`config.mk`:
```
export PLATFORM = sky130hd
export DESIGN_NAME = axi_slave_regs
export DESIGN_NICKNAME = d
export VERILOG_FILES = /design/src/rtl/axi_slave_regs.sv
export SDC_FILE = /design/constraint.sdc
export NUM_CORES = 1
export LEC_CHECK = 0
export CORE_MARGIN = 10
export CORE_UTILIZATION = 40
export CTS_CLUSTER_SIZE = 24
export DETAILED_ROUTE_END_ITERATION = 10
export PLACE_DENSITY_LB_ADDON = 0.05
export SETUP_SLACK_MARGIN = 0.3
export SLEW_MARGIN = 15
export SYNTH_ARGS = -nofsm -noshare
export SYNTH_HDL_FRONTEND = slang
export SYNTH_SLANG_ARGS = --single-unit
```
`constraint.sdc`:
```
create_clock -name clk_i -period 4.99 [get_ports clk_i]
set_clock_uncertainty 0.05 [all_clocks]
set_input_delay 0.499 -clock clk_i [delete_from_list [all_inputs] [get_ports clk_i]]
set_output_delay 0.499 -clock clk_i [all_outputs]
set_load 0.1 [all_outputs]
```
`src/rtl/axi_slave_regs.sv`:
```
// AXI4-Lite register file: N_REGS 32-bit read/write registers, one outstanding transaction,
// reads win over writes when both are presented in the same idle cycle.
module axi_slave_regs #(
    parameter int unsigned N_REGS    = 8,
    parameter logic [31:0] BASE_ADDR = 32'h0
) (
    input  logic                 clk_i,
    input  logic                 rst_i,
    input  logic                 arvalid_i,
    output logic                 arready_o,
    input  logic [31:0]          araddr_i,
    output logic                 rvalid_o,
    input  logic                 rready_i,
    output logic [31:0]          rdata_o,
    output logic [1:0]           rresp_o,
    input  logic                 awvalid_i,
    output logic                 awready_o,
    input  logic [31:0]          awaddr_i,
    input  logic                 wvalid_i,
    output logic                 wready_o,
    input  logic [31:0]          wdata_i,
    output logic                 bvalid_o,
    input  logic                 bready_i,
    output logic [1:0]           bresp_o,
    output logic [N_REGS*32-1:0] regs_o,
    output logic [N_REGS-1:0]    wr_pulse_o
);

    localparam int unsigned IDXW = $clog2(N_REGS);

    localparam logic [1:0] RespOkay   = 2'b00;
    localparam logic [1:0] RespSlvErr = 2'b10;
    localparam logic [1:0] RespDecErr = 2'b11;

    typedef enum logic [2:0] {
        StIdle,
        StWNeedW,
        StWNeedAw,
        StWCommit,
        StBResp,
        StRResp
    } state_e;

    state_e                  state_q;
    logic [N_REGS-1:0][31:0] regs_q;
    logic [31:0]             rdata_q;
    logic [1:0]              rresp_q;
    logic [1:0]              bresp_q;
    logic [31:0]             waddr_q;
    logic [31:0]             wdata_q;

    logic [1:0]              ar_resp;
    logic [1:0]              w_resp;
    logic [IDXW-1:0]         ar_idx;
    logic [IDXW-1:0]         w_idx;

    // Misalignment is reported ahead of an out-of-window address.
    function automatic logic [1:0] decode(input logic [31:0] addr);
        if (addr[1:0] != 2'b00) begin
            return RespSlvErr;
        end
        if (addr[31:2+IDXW] != BASE_ADDR[31:2+IDXW]) begin
            return RespDecErr;
        end
        return RespOkay;
    endfunction

    assign ar_resp = decode(araddr_i);
    assign ar_idx  = araddr_i[2+:IDXW];
    assign w_resp  = decode(waddr_q);
    assign w_idx   = waddr_q[2+:IDXW];

    always_comb begin
        arready_o  = rst_i && (state_q == StIdle);
        awready_o  = rst_i && (((state_q == StIdle) && !arvalid_i) || (state_q == StWNeedAw));
        wready_o   = rst_i && (((state_q == StIdle) && !arvalid_i) || (state_q == StWNeedW));
        rvalid_o   = (state_q == StRResp);
        bvalid_o   = (state_q == StBResp);
        wr_pulse_o = '0;
        if ((state_q == StWCommit) && (w_resp == RespOkay)) begin
            wr_pulse_o[w_idx] = 1'b1;
        end
    end

    always_ff @(posedge clk_i) begin
        if (!rst_i) begin
            state_q <= StIdle;
            regs_q  <= '0;
            rdata_q <= '0;
            rresp_q <= '0;
            bresp_q <= '0;
            waddr_q <= '0;
            wdata_q <= '0;
        end else begin
            case (state_q)
                StIdle: begin
                    if (arvalid_i) begin
                        rresp_q <= ar_resp;
                        rdata_q <= (ar_resp == RespOkay) ? regs_q[ar_idx] : '0;
                        state_q <= StRResp;
                    end else if (awvalid_i && wvalid_i) begin
                        waddr_q <= awaddr_i;
                        wdata_q <= wdata_i;
                        state_q <= StWCommit;
                    end else if (awvalid_i) begin
                        waddr_q <= awaddr_i;
                        state_q <= StWNeedW;
                    end else if (wvalid_i) begin
                        wdata_q <= wdata_i;
                        state_q <= StWNeedAw;
                    end
                end
                StWNeedW: begin
                    if (wvalid_i) begin
                        wdata_q <= wdata_i;
                        state_q <= StWCommit;
                    end
                end
                StWNeedAw: begin
                    if (awvalid_i) begin
                        waddr_q <= awaddr_i;
                        state_q <= StWCommit;
                    end
                end
                StWCommit: begin
                    if (w_resp == RespOkay) begin
                        regs_q[w_idx] <= wdata_q;
                    end
                    bresp_q <= w_resp;
                    state_q <= StBResp;
                end
                StBResp: begin
                    if (bready_i) begin
                        state_q <= StIdle;
                    end
                end
                StRResp: begin
                    if (rready_i) begin
                        state_q <= StIdle;
                    end
                end
                default: state_q <= StIdle;
            endcase
        end
    end

    assign rdata_o = rdata_q;
    assign rresp_o = rresp_q;
    assign bresp_o = bresp_q;
    assign regs_o  = regs_q;

endmodule

```
# Word-level counts from Yosys, hierarchy flattened
# Index checks and enable logic that the tools add are counted.
# W data, S select, Z words.
[totals]
regBits = 359
latch_bits = 0
mem_bits_rw = 0
mem_bits_ro = 0
elab_cells = 94
memories = 0
[op_classes]
n_addsub = 0
n_mul = 0
div = 0
n_lt_le_gt_ge = 3
eq_ne = 12
n_shift = 0
muxes = 41
bitwise_logic = 0
reduce_logical = 24
[op_table]
columns = ["operator", "n"]
rows = [
  ["$mux W32", 10],
  ["$bwmux W256", 1],
  ["$pmux W32 S2", 2],
  ["$bmux W32 S3", 1],
  ["$demux W32 S3", 1],
  ["$reduce_bool A27 Y1", 2],
  ["$mux W3", 8],
  ["$pmux W3 S6", 1],
  ["$mux W2", 8],
  ["$lt A3 B4 Y1 const B", 2],
  ["$mux W8", 1],
  ["$reduce_bool A2 Y1", 4],
  ["$logic_and A1 B1 Y1", 7],
  ["$mux W1", 7],
  ["$eq A3 B2 Y1 const B", 2],
  ["$eq A3 B3 Y1 const B", 2],
  ["$ne A2 B2 Y1 const B", 3],
  ["$reduce_and A2 Y1", 3],
  ["$ne A5 B4 Y1 const B", 1],
  ["$reduce_and A5 Y1", 1],
  ["$logic_not A2 Y1", 2],
  ["$ne A2 B1 Y1 const B", 2],
  ["$demux W1 S3", 1],
  ["$eq A3 B1 Y1 const B", 1],
  ["6 further kinds", 7],
]

# Depth between registers and ports, before layout
# Gate-level depths: netlist of the first run.
[logic_depth]
depth_word = 8
depth_mapped = 7
depth_no_buf = 4

# Worst setup path before layout of the first run
# OpenSTA, ideal clock, no wires.
[synth_path]
path_kind = "input to output"
start = "input rst_i"
end = "output arready_o"
t_arrival_ns = 3.775
slack_ns = 0.666
path_stages = 4
path_cell_list = "clkbuf_1 -> inv_2 -> clkbuf_1 -> nor4_1"
[synth_between]
elab_chain_cells = 1
[synth_rtl]
columns = ["item", "line_no", "rtl"]
rows = [
  ["start: declaration", "8", "input logic rst_i,"],
  ["$logic_and A1 B1 Y1", "74", "arready_o = rst_i && (state_q == StIdle);"],
  ["end: declaration", "10", "output logic arready_o,"],
]
# Every way passes these cells.

# Final worst setup path of the first run
[layout_path]
start = "register waddr_q[15]"
end = "output wr_pulse_o[2]"
[layout_between]
elab_chain_cells = 8
[layout_rtl]
columns = ["item", "line_no", "rtl"]
rows = [
  ["start: declaration", "49", "logic [31:0] waddr_q;"],
  ["start signal: assignment", "102", "waddr_q <= awaddr_i;"],
  ["start signal: assignment", "106", "waddr_q <= awaddr_i;"],
  ["start signal: assignment", "121", "waddr_q <= awaddr_i;"],
  ["$reduce_bool A27 Y1 *", "62", "if (addr[31:2+IDXW] != BASE_ADDR[31:2+IDXW]) begin"],
  ["$mux W1 (2 in series)", "62", ""],
  ["$mux W2 *", "65", "return RespOkay;"],
  ["$mux W2 *", "62", ""],
  ["$logic_not A2 Y1 *", "80", "if ((state_q == StWCommit) && (w_resp == RespOkay)) begin"],
  ["$logic_and A1 B1 Y1 *", "80", ""],
  ["$mux W8 *", "80", ""],
  ["end: declaration", "26", "output logic [N_REGS-1:0] wr_pulse_o"],
]
# Mark *: on every way between the ends. The rest lies on a longest branch, timed or not. The select of a mux whose other input is x is not followed.

==> results.txt, run 1 <==
The run finished with clean final reports. Detail-routed via count per cell: 5.18. The count of endpoints failing setup in the final report was 0; the global-route total usage across every layer was 22.5%. Cells fill 55.4% of the core in the end. The tools report the deepest level of the CTS H-tree as 2. The multi-input combinational cells in the finished layout cover a total of 7170 µm². The number of gates resized after CTS is 0, and the combined area of all synthesized cells is 15000 µm². Sorting the synthesized cells by area gives the leading types as sky130_fd_sc_hd__dfxtp_1, sky130_fd_sc_hd__mux2i_1, sky130_fd_sc_hd__nand2_1, sky130_fd_sc_hd__mux4_2, sky130_fd_sc_hd__a21oi_1.

For the pin with the worst max-slew slack, the measured transition is 1160 ps. Yosys mapped a number of flops with a built-in enable equal to 0. Buffers inserted during clock tree synthesis total 40. The class of the most critical setup path is flop to primary output. For this run, the number of Yosys warnings is 0. Power spread over the standard cell area amounts to 312 nW/µm². The worst setup path is launched from a flop.

The sequential element share of the synthesized area came out at 47.9%. The global placer's final weighted congestion was 0.834. From synthesis to final layout, the design area changed by 35.9%.

The pin count of the biggest net entering global routing is 204, and the peak supply drop is 0.000242 V. The slowest stage of the critical path belongs to the cell sky130_fd_sc_hd__nand4_1. The data arrival at the endpoint of the critical path came out at 3140 ps. The most used flip-flop cell after synthesis is sky130_fd_sc_hd__dfxtp_1.

Setup repair after global routing left no endpoint under its margin. The later pin in the worst-skew pair is clocked with a latency of 520 ps. The flip-flop and latch count after synthesis works out to 359. Number of port buffers: 407.

Counting every net in the synthesized netlist gives 1567. STA classifies the critical path endpoint as a primary output. The final-report hold violation count is 0, and the post-synthesis cell count is 1464.

The library cell with the largest summed area after synthesis is sky130_fd_sc_hd__dfxtp_1. The post-synthesis async set-or-reset flop share works out to 0%. The max-slew headroom at the worst pin was 22.4%; the remaining global-route overflow was 0. The max-slew violation count was 0. The number of placement rows was 70; the die boundary height was 214 µm. In this run the static leakage power is 0.00679 µW.

The minimum period implied by the final worst setup slack was 3690 ps. The floorplan step set the die width to 214 µm. Detailed placement finished with a half-perimeter wire length of 36100 µm. Grouping stages by cell kind, the critical path spends the most delay in simple AND/OR/NAND/NOR gates. The worst hold path belongs to the class flop to flop. Each instance of the synthesized netlist takes up on average 10.2 µm². The fraction of the cycle the final worst path needs was 73.9%. The floorplan step defined a die boundary enclosing 45700 µm².

The run gives 1919 as the final net count. The critical path goes through nor4_1 -> nand4_1 -> nor4_4 -> buf_4. The logs give 12.0k for the count of vias placed by the detailed router and 0 for the remaining routing DRC violations. For this configuration, the core starts out at a cell density of 40.8%. The tools report the core footprint as 36800 µm². In this run the worst path has a maximum fanout of 10.

The cell sitting at the root of the clock tree is a sky130_fd_sc_hd__clkbuf_16. The number of setup buffers added after CTS is 0. In the final routed layout, each cell accounts on average for 22.9 µm. The filler cells instantiated in the layout total 3331. The via count of the first global-routing pass was 12.2k. The run gives 655 as the initial detailed-routing violation count. TritonCTS built the clock tree. Adding up every negative setup slack in the final design gives 0 ps. The detailed-route wire length is 52800 µm. The antenna violation net count after detailed routing was 0. The maximum cell stage delay along the critical path was 840 ps.

After routing the design area is 20400 µm². The sum of buffers and inverters on the critical path is 1, and the number of violations of the max-capacitance limit is 0. The required time at the worst-slack endpoint was 4440 ps; the wire length of the first global-routing pass was 78400 µm. The post-route total power was 6370 µW; the number of detailed-route iterations in the first pass was 5.

During I/O placement, the number of pins put on the boundary was 408. Timing would allow up to 271 MHz. The fraction of final layout cells sized beyond drive strength 1 was 8.52%. The tools report the count of clock tree sinks as 359.

The placed instance area is 19100 µm². After synthesis, the largest area contributor takes up 47.9% of total cell area. The number of hold buffers added after CTS was 0. The register clock-pin slew on the reported worst setup and hold paths is 60 ps, and the buffer levels on the longest clock path is 3. Initial antenna violation count: 1. In this run, distinct cell masters in the synthesized netlist total 39. In the final layout, flip-flops and latches occupy 7190 µm².
-- layout by cell type (no fill, tap or decap), types with 5 or more instances in the layout --
cell                              instances
sky130_fd_sc_hd__nor4_4                   8
sky130_fd_sc_hd__dfxtp_1                359
sky130_fd_sc_hd__clkdlybuf4s50_1        394
sky130_fd_sc_hd__nor3_1                   5
sky130_fd_sc_hd__nand2_1                447
sky130_fd_sc_hd__a21oi_1                 71
sky130_fd_sc_hd__mux2i_1                300
sky130_fd_sc_hd__nor4_1                  13
sky130_fd_sc_hd__buf_4                   25
sky130_fd_sc_hd__o21ai_0                 28
sky130_fd_sc_hd__nor2_1                  12
sky130_fd_sc_hd__a22oi_1                  8
sky130_fd_sc_hd__clkbuf_16               41
sky130_fd_sc_hd__clkbuf_1                13
sky130_fd_sc_hd__mux4_2                  56
sky130_fd_sc_hd__clkbuf_8                 9
sky130_fd_sc_hd__clkinv_2                 5
sky130_fd_sc_hd__nand2b_1                 5
-- registers in the layout (all words and copies together) (netlist names), named ones only --
register	cells
bresp_o	2
wdata_q	1
rresp_o	2
rdata_o	32
regs_o	256
state_q	3
waddr_q	32
-- final cells by class --
cell class	instances	area share [%]
clock buffer	62	5.81
antenna	1	0.0123
tap	468	2.87
clock inverter	7	0.417
multi-input combinational	991	35.2
timing repair buffer	422	20.4
inverter	2	0.0368
sequential	359	35.2
-- path summary, 6_finish.rpt --
check | slack, ps | cells past startpoint | start | end
worst max register to register | 1660 | 5 | waddr_q[15] | regs_o[82]
worst min-delay path | 400 | 2 | rdata_o[30] | rdata_o[30]
worst max-delay path | 1300 | 4 | waddr_q[15] | wr_pulse_o[2]
worst min register to register | 400 | 2 | rdata_o[30] | rdata_o[30]
-- kinds of logic after synthesis --
logic type / share of synthesized area [%]
multiplexers: 28.4
AND/OR/NAND/NOR: 14.9
AO/OA/AOI/OAI: 4.31
buffers and inverters: 4.43
flip-flops: 47.9
-- through the flow --
stage / setup slack, ps / hold WS (ps) / cells
final: 1300 / 397 / 2312
after global routing: 1120 / 415 / 2312
after CTS: 1320 / 401 / 2311
after detailed placement: 1740 / 392 / 2242
after global placement: 1760 / 384 / 2242
after floorplan: 666 / 386 / 1464
-- synthesized netlist by cell type, types with 2 or more instances --
master	n
sky130_fd_sc_hd__nor3_1	5
sky130_fd_sc_hd__buf_2	18
sky130_fd_sc_hd__buf_1	3
sky130_fd_sc_hd__a21oi_1	71
sky130_fd_sc_hd__a22oi_1	8
sky130_fd_sc_hd__or3_1	2
sky130_fd_sc_hd__nor2_1	13
sky130_fd_sc_hd__nor4_1	13
sky130_fd_sc_hd__nor2b_1	2
sky130_fd_sc_hd__dfxtp_1	359
sky130_fd_sc_hd__mux4_2	56
sky130_fd_sc_hd__o21ai_0	28
sky130_fd_sc_hd__mux2i_1	300
sky130_fd_sc_hd__nand3_1	5
sky130_fd_sc_hd__nand4_1	2
sky130_fd_sc_hd__a32o_1	4
sky130_fd_sc_hd__clkbuf_1	62
sky130_fd_sc_hd__nand2_1	447
sky130_fd_sc_hd__buf_6	28
sky130_fd_sc_hd__nand3b_1	3
sky130_fd_sc_hd__and3_1	4
sky130_fd_sc_hd__nand2b_1	5
sky130_fd_sc_hd__nor4_4	8
sky130_fd_sc_hd__o211ai_1	2
sky130_fd_sc_hd__o21bai_1	2
-- worst reg2reg max path, stage by stage, from the launching register on --
cell and delay, ps:
sky130_fd_sc_hd__dfxtp_1 310, sky130_fd_sc_hd__nor4_1 360, sky130_fd_sc_hd__nand4_1 840, sky130_fd_sc_hd__nor4_4 720, sky130_fd_sc_hd__buf_4 670, sky130_fd_sc_hd__mux2i_1 290
-- power breakdown --
part	internal (µW)	total, µW	switching (µW)
Sequential	2910	2940	33.1
Combinational	179	541	363
Clock	1730	2880	1160
-- layer usage --
layer | wire (µm) | track usage, % | vias up
met4 | 1270 | 6.26 | 0
li1 | - | - | 5761
met3 | 4180 | 6.40 | 60
met2 | 25200 | 37.4 | 371
met5 | 0 | 0 | -
met1 | 22200 | 28.0 | 5789
(Power assumes the default switching activity.)
==> run 2: changes to the inputs <==
- clock period: 4.99 -> 3.6 ns (I/O delays scaled with it)
==> run 2 against run 1 <==
Against the previous run: sequential share of layout area decreased by 0.71 points; sequential power rose by 39%; largest cell class unchanged; hold slack worse by 110 ps; highest routed layer is now met5; core utilization increased by 1.1 points.
==> results.txt, run 2 (synthesis gave the netlist of run 1 again) <==
The flow ran to the end, and the final reports show no timing, DRC or antenna violations. The tools report the count of clock tree sinks as 359. Minimum period implied by the final worst setup slack: 3060 ps. The tools report the clock buffer count from CTS as 40. The global-route total usage across every layer was 22.9%. In the final layout, flip-flops and latches occupy 7190 µm².

The routed length per placed instance is 23.1 µm, and the number of violations of the max-capacitance limit is 0. The die covers 45700 µm². In this run, the number of DRC markers left after iteration 0 of detailed routing was 713. The initial antenna violation count was 2. The worst setup path is launched from a flop.

Sum of buffers and inverters on the critical path: 1. Setup repair after global routing left no endpoint under its margin. The worst setup path is of the flop to primary output kind. Buffers added to address setup during post-CTS repair amount to 0. Derived from the worst setup path, the maximum achievable clock frequency is 327 MHz. The tools report the required time at the worst-slack endpoint as 3190 ps.

The detailed router placed 12.2k vias in this run. The global routing stage identified its most utilized layer as met2. The design internal power was 6890 µW. After clock tree synthesis, the clock-pin slew on the worst setup and hold paths is 60 ps.

The run gives 9100 µW as the post-route total power. After the last flow step, the layout net total stands at 1944. The run gives 136 as the pin count of the biggest net entering global routing. The fraction of power consumed by the clock network was 46.6%; the biggest fanout along the worst timing path was 11. Global routing used 37.6% of the available met2 tracks. The congestion estimate from routability-driven global placement came to 0.835. Net switching is 24.3% of the power. The cell type of the slowest stage on the worst timing path is sky130_fd_sc_hd__nor4_4. In this run the tightest slew margin relative to its limit is 18.2%. The number of placed instances, taps included, is 2267. Registers are responsible for 44.8% of the overall power.

The H-tree was split into 2 levels. The setup check on the worst reg-to-reg path leaves a slack of 990 ps. The detail-routed via count per cell is 5.19. Maximum cell stage delay along the critical path: 720 ps. For the starting density of the core, the log shows 40.8%. The max-slew violation count is 0, and the number of flip-flops under the largest register name is 256. For this run, global-route usage on met3 was measured as 7.14%. The count of endpoints failing setup in the final report is 0. Placed instance area: 19400 µm². The clock passes through at most 3 buffers.

For this design the static power due to leakage is 0.00699 µW. In this run the worst setup path begins at state_q[1]. Of the cells placed in the final design, the portion with a size suffix greater than 1 is 10.4%. Counting the fill cells in the layout gives 3268. Global routing finished with a remaining overflow of 0.

The first detailed-routing pass ran for 7 iterations. The tools report the final-report hold violation count as 0. In this run the number of cells on the critical path is 4. TritonCTS built the clock tree.

The worst setup path endpoint is wr_pulse_o[3]. The first global-routing pass estimated 79400 µm of wire. The root cell of the clock tree was sky130_fd_sc_hd__clkbuf_16.

At the worst endpoint, the arrival time is 2650 ps. Core footprint: 36800 µm². Combinational logic burns 8.6% of the power.

Via count of the first global-routing pass: 12.3k. The terminus of the critical flop-to-flop path is regs_o[115]. The die span in x came out at 214 µm.

The run gives 0 as the remaining routing DRC violations. The number of gates resized after CTS was 0. Excluding fillers, the count of instances in the completed layout stands at 2341. The total net switching power came out at 2210 µW. The tools report the kind of capture point of the worst setup path as a primary output. The logs give 7170 µm² for the area of the multi-input gates and 0.000327 V for the peak supply drop.

For the pin with the worst max-slew slack, the measured transition is 1220 ps. The type of the tightest min-delay check was input pin to flop. Detailed-route wire length: 54100 µm. The cell area after layout was 20800 µm²; the power density normalized to cell area was 437 nW/µm². Summed over all nets, the half-perimeter wirelength after detailed placement is 38500 µm. Grouping stages by cell kind, the critical path spends the most delay in simple AND/OR/NAND/NOR gates. In this run the critical register-to-register path is launched from state_q[1]. In the layout the commonest cells are sky130_fd_sc_hd__nand2_1, sky130_fd_sc_hd__clkdlybuf4s50_1, sky130_fd_sc_hd__dfxtp_1, sky130_fd_sc_hd__mux2i_1, sky130_fd_sc_hd__a21oi_1.

Traced cell by cell, the critical path runs through and3b_1 -> nand2_8 -> nor4_4 -> buf_12. In this run the tool buffered the top-level ports with 407 buffer cells. The number of hold buffers added after cts came out at 0. Measured along the y axis, the die boundary spans 214 µm. The depth of the worst register-to-register path is 5. In this run the core area contains 70 standard-cell rows. Antenna violation net count after detailed routing: 0. The setup TNS came out at 0 ps.

The library cell used most frequently in the layout, excluding fill and tap cells, is sky130_fd_sc_hd__nand2_1. Global routing consumed, on the met1 layer, 28.5% of the routing resources. The logs give 408 for the I/O pin count and 530 ps for the clock insertion delay at the later pin of the skew report. The fraction of the cycle the final worst path needs came out at 84.9%.

The synthesis-to-layout area growth was 38.7%.
==> run 2: power by group through the flow <==
stage,clock network [µW],registers [µW],logic [µW]
finish,4240,4080,782
global route,4490,4090,845
CTS,4330,4080,790
detailed placement,0,4170,788
global placement,0,4160,782
floorplan,0,4180,497
==> run 2: worst register-to-register path: stages (launching register included) <==
cell and delay, ps:
sky130_fd_sc_hd__dfxtp_1 570, sky130_fd_sc_hd__and3b_1 400, sky130_fd_sc_hd__nand2_8 170, sky130_fd_sc_hd__nor4_4 720, sky130_fd_sc_hd__buf_4 400, sky130_fd_sc_hd__mux2i_1 220
==> run 2: metal layers <==
layer,vias up,part of all wire [%]
met4,2,2.4
li1,5798,-
met1,5935,42
met3,73,7.9
met5,-,0.024
met2,353,48
==> run 2: worst min path at each step <==
stage	cells after the start	slack, ps	endpoint	start
2_1_floorplan	2	390	waddr_q[27]	waddr_q[27]
3_3_place_gp	2	380	rdata_o[5]	rdata_o[5]
3_5_place_dp	2	390	rdata_o[17]	rdata_o[17]
4_1_cts	3	270	regs_o[226]	rst_i
5_1_grt	3	310	regs_o[2]	rst_i
6_report	3	290	regs_o[2]	rst_i
==> run 2: cell type report <==
class                   count  area share [%]
well taps                 468            2.81
clock inverters            17            1.09
inverters                   2          0.0421
repair buffers            447            21.6
multi-input cells         991            34.5
flip-flops and latches    359            34.5
diodes                      1          0.0120
clock buffers              56            5.49
==> run 2: metrics by stage <==
| step | setup slack (ps) | hold slack, ps | utilization, % |
|---|---|---|---|
| after floorplan | 428 | 386 | - |
| after global placement | 909 | 384 | 52.8 |
| after detailed placement | 867 | 392 | 52.8 |
| after CTS | 549 | 275 | 56.6 |
| after global routing | 431 | 306 | 56.6 |
| final | 542 | 289 | 56.6 |
==> run 3: changes to the inputs <==
- clock period: 3.6 -> 2.65 ns (I/O delays scaled with it)
==> run 3 against run 2 <==
Against the previous run: total power rose by 34%; flip-flop and latch count did not move; via count rose by 1.7%; clock power rose by 27%; critical path type unchanged; highest routed layer is now met4.
==> results.txt, run 3 (synthesis gave the netlist of run 1 again) <==
The flow ran to the end, and the final reports show no timing, DRC or antenna violations. The clock buffer count from CTS came out at 40. For the pin with the worst max-slew slack, the measured transition is 1220 ps. The logs give 159 ps for the minimum hold slack and 0 for the remaining global-route overflow. Sum of buffers and inverters on the critical path: 4. For this design the ratio of total power to cell area is 592 nW/µm². Clock-pin slew was measured on the worst setup and hold paths at 60 ps. The leakage power summed over all cells was 0.00783 µW. The global-route total usage across every layer was 23.4%; the max-slew headroom at the worst pin was 18.2%. For the count of endpoints failing setup in the final report, the log shows 0.

The run gives 0 as the antenna violation net count after detailed routing. The first TritonRoute pass finished after 5 iterations. The remaining routing DRC violations is 0, and the clock insertion delay at the later pin of the skew report is 520 ps. The routed design uses 26900 µm of met2 wire.

The tools report the nature of the critical path startpoint as a flop. 408 I/O pins were placed. The run gives 38100 µm as the final HPWL from detailed placement. The initial utilization of the core area, before any placement, comes to 40.8%.

The count of clock tree sinks was 359. The leading cell type in the layout, fill and taps excluded is sky130_fd_sc_hd__nand2_1. The number of placement rows is 70. The critical path is of the flop to primary output type. The tool flagged a number of max-cap violations equal to 0.

The data arrival at the endpoint of the critical path is 2230 ps. The number of port buffers was 407; the final net count was 1973. The tools report the via count of the first global-routing pass as 12.7k.

Traced cell by cell, the critical path runs through nor4_2 -> nand3_2 -> buf_6 -> clkbuf_16 -> nor4_4 -> buf_4 -> buf_12. The initial antenna violation count is 0. Prior to clock tree synthesis, the placed netlist has a worst setup slack of 220 ps. The tools report the deepest level of the CTS H-tree as 2.

The register with the most flip-flops in the layout has 256 of them. The die span in x was 214 µm. After detailed routing, the wire length on met1 is 23500 µm.

The routed length per placed instance works out to 23.4 µm. The fraction of final layout cells sized beyond drive strength 1 came out at 27.4%. For this design, the slowest cell found on the critical path is sky130_fd_sc_hd__dfxtp_1.

The global placer's final weighted congestion is 0.810, and the maximum cell stage delay along the critical path is 320 ps. The region available for standard cell placement spans 36800 µm². The wire length of the first global-routing pass was 81500 µm. The detailed-route wire length was 55400 µm. Setup slack closes at 105 ps.

VDD sags by at most 0.000388 V. Detailed routing placed a total of 4150 µm of wire on met3. Once layout is done, the placed cells without fillers occupy 20600 µm². Derived from the worst setup path, the maximum achievable clock frequency is 393 MHz. For the antenna diode count, the log shows 0. The minimum period implied by the final worst setup slack is 2550 ps. Root cell of the clock tree: sky130_fd_sc_hd__clkbuf_16. For the buffer levels on the longest clock path, the log shows 3. The kind of capture point of the worst setup path was a primary output. Entering global routing, the biggest net connects 115 pins. The uppermost signal routing layer after detailed routing is met4. Detailed routing inserted a total of 12.4k vias.

The final-report hold violation count came out at 0. The biggest fanout along the worst timing path works out to 5. The placed instance area was 18900 µm².

The top cell types in the final layout, fill and taps aside, are sky130_fd_sc_hd__nand2_1, sky130_fd_sc_hd__dfxtp_1, sky130_fd_sc_hd__buf_4, sky130_fd_sc_hd__mux2i_1, sky130_fd_sc_hd__clkdlybuf4s50_1. Setup repair after global routing could not meet its margin everywhere. Data on the critical path is required at its endpoint by 2340 ps. From bottom edge to top edge, the die measures 214 µm.

The run gives 643 as the initial detailed-routing violation count. The detail-routed via count per cell was 5.23. TritonCTS built the clock tree. The run gives 0 as the max-slew violation count.

The area growth from synthesis to layout is 37.1%. The family with the most delay on the worst path was simple AND/OR/NAND/NOR gates. The fraction of the cycle the final worst path needs is 96.0%, and the die footprint is 45700 µm². The worst hold path belongs to the class input pin to flop.
run 3: final timing paths:
kind | from | to | slack, ps | depth (start not counted)
max | waddr_q[20] | wr_pulse_o[3] | 100 | 7
min | rst_i | regs_o[97] | 160 | 3
max reg2reg | waddr_q[20] | regs_o[132] | 340 | 9
min reg2reg | rdata_o[23] | rdata_o[23] | 400 | 2
run 3: timing repair:
action,4_1_cts,5_1_grt
gates cloned,2,1
pin swaps,9,5
hold buffers,0,0
gates resized for setup,9,14
buffers inserted,15,5
endpoints found under the setup margin,8,50
run 3: per-layer routing:
layer  GRT usage [%]  vias up
li1                -     5858
met1            29.6     6078
met2            39.3      375
met3            6.42       61
met4            4.52        0
met5               0        -
run 3: worst register-to-register path, stage by stage, from the launching register on:
cell and delay [ps]:
sky130_fd_sc_hd__dfxtp_1 320, sky130_fd_sc_hd__nor4_2 310, sky130_fd_sc_hd__nand3_2 180, sky130_fd_sc_hd__buf_6 170
sky130_fd_sc_hd__clkbuf_16 150, sky130_fd_sc_hd__nor4_4 210, sky130_fd_sc_hd__buf_4 170, sky130_fd_sc_hd__buf_4 120
sky130_fd_sc_hd__buf_4 300, sky130_fd_sc_hd__mux2i_1 250
run 3: per-stage QoR:
step	util [%]	total power, µW	TNS (ps)	cells
finish	55.9	12200	0	2364
detailed placement	51.5	6790	0	2273
CTS	55.6	12200	0	2358
global route	55.9	12600	0	2364
global placement	51.5	6780	0	2273
floorplan	-	6350	-25.5	1464
run 3: where the power goes:
part | switching (µW) | internal [µW] | total, µW
clock | 2200 | 3190 | 5400
combinational | 752 | 479 | 1230
sequential | 60.4 | 5480 | 5540
total | 3020 | 9150 | 12200
run 3: layout make-up:
| type | count | area [µm²] |
|---|---|---|
| timing repair buffer | 476 | 4290 |
| sequential | 359 | 7190 |
| clock inverter | 5 | 32.5 |
| inverter | 2 | 7.51 |
| tap | 468 | 586 |
| multi-input combinational | 991 | 7220 |
| clock buffer | 63 | 1240 |
| fill | 3278 | 16200 |
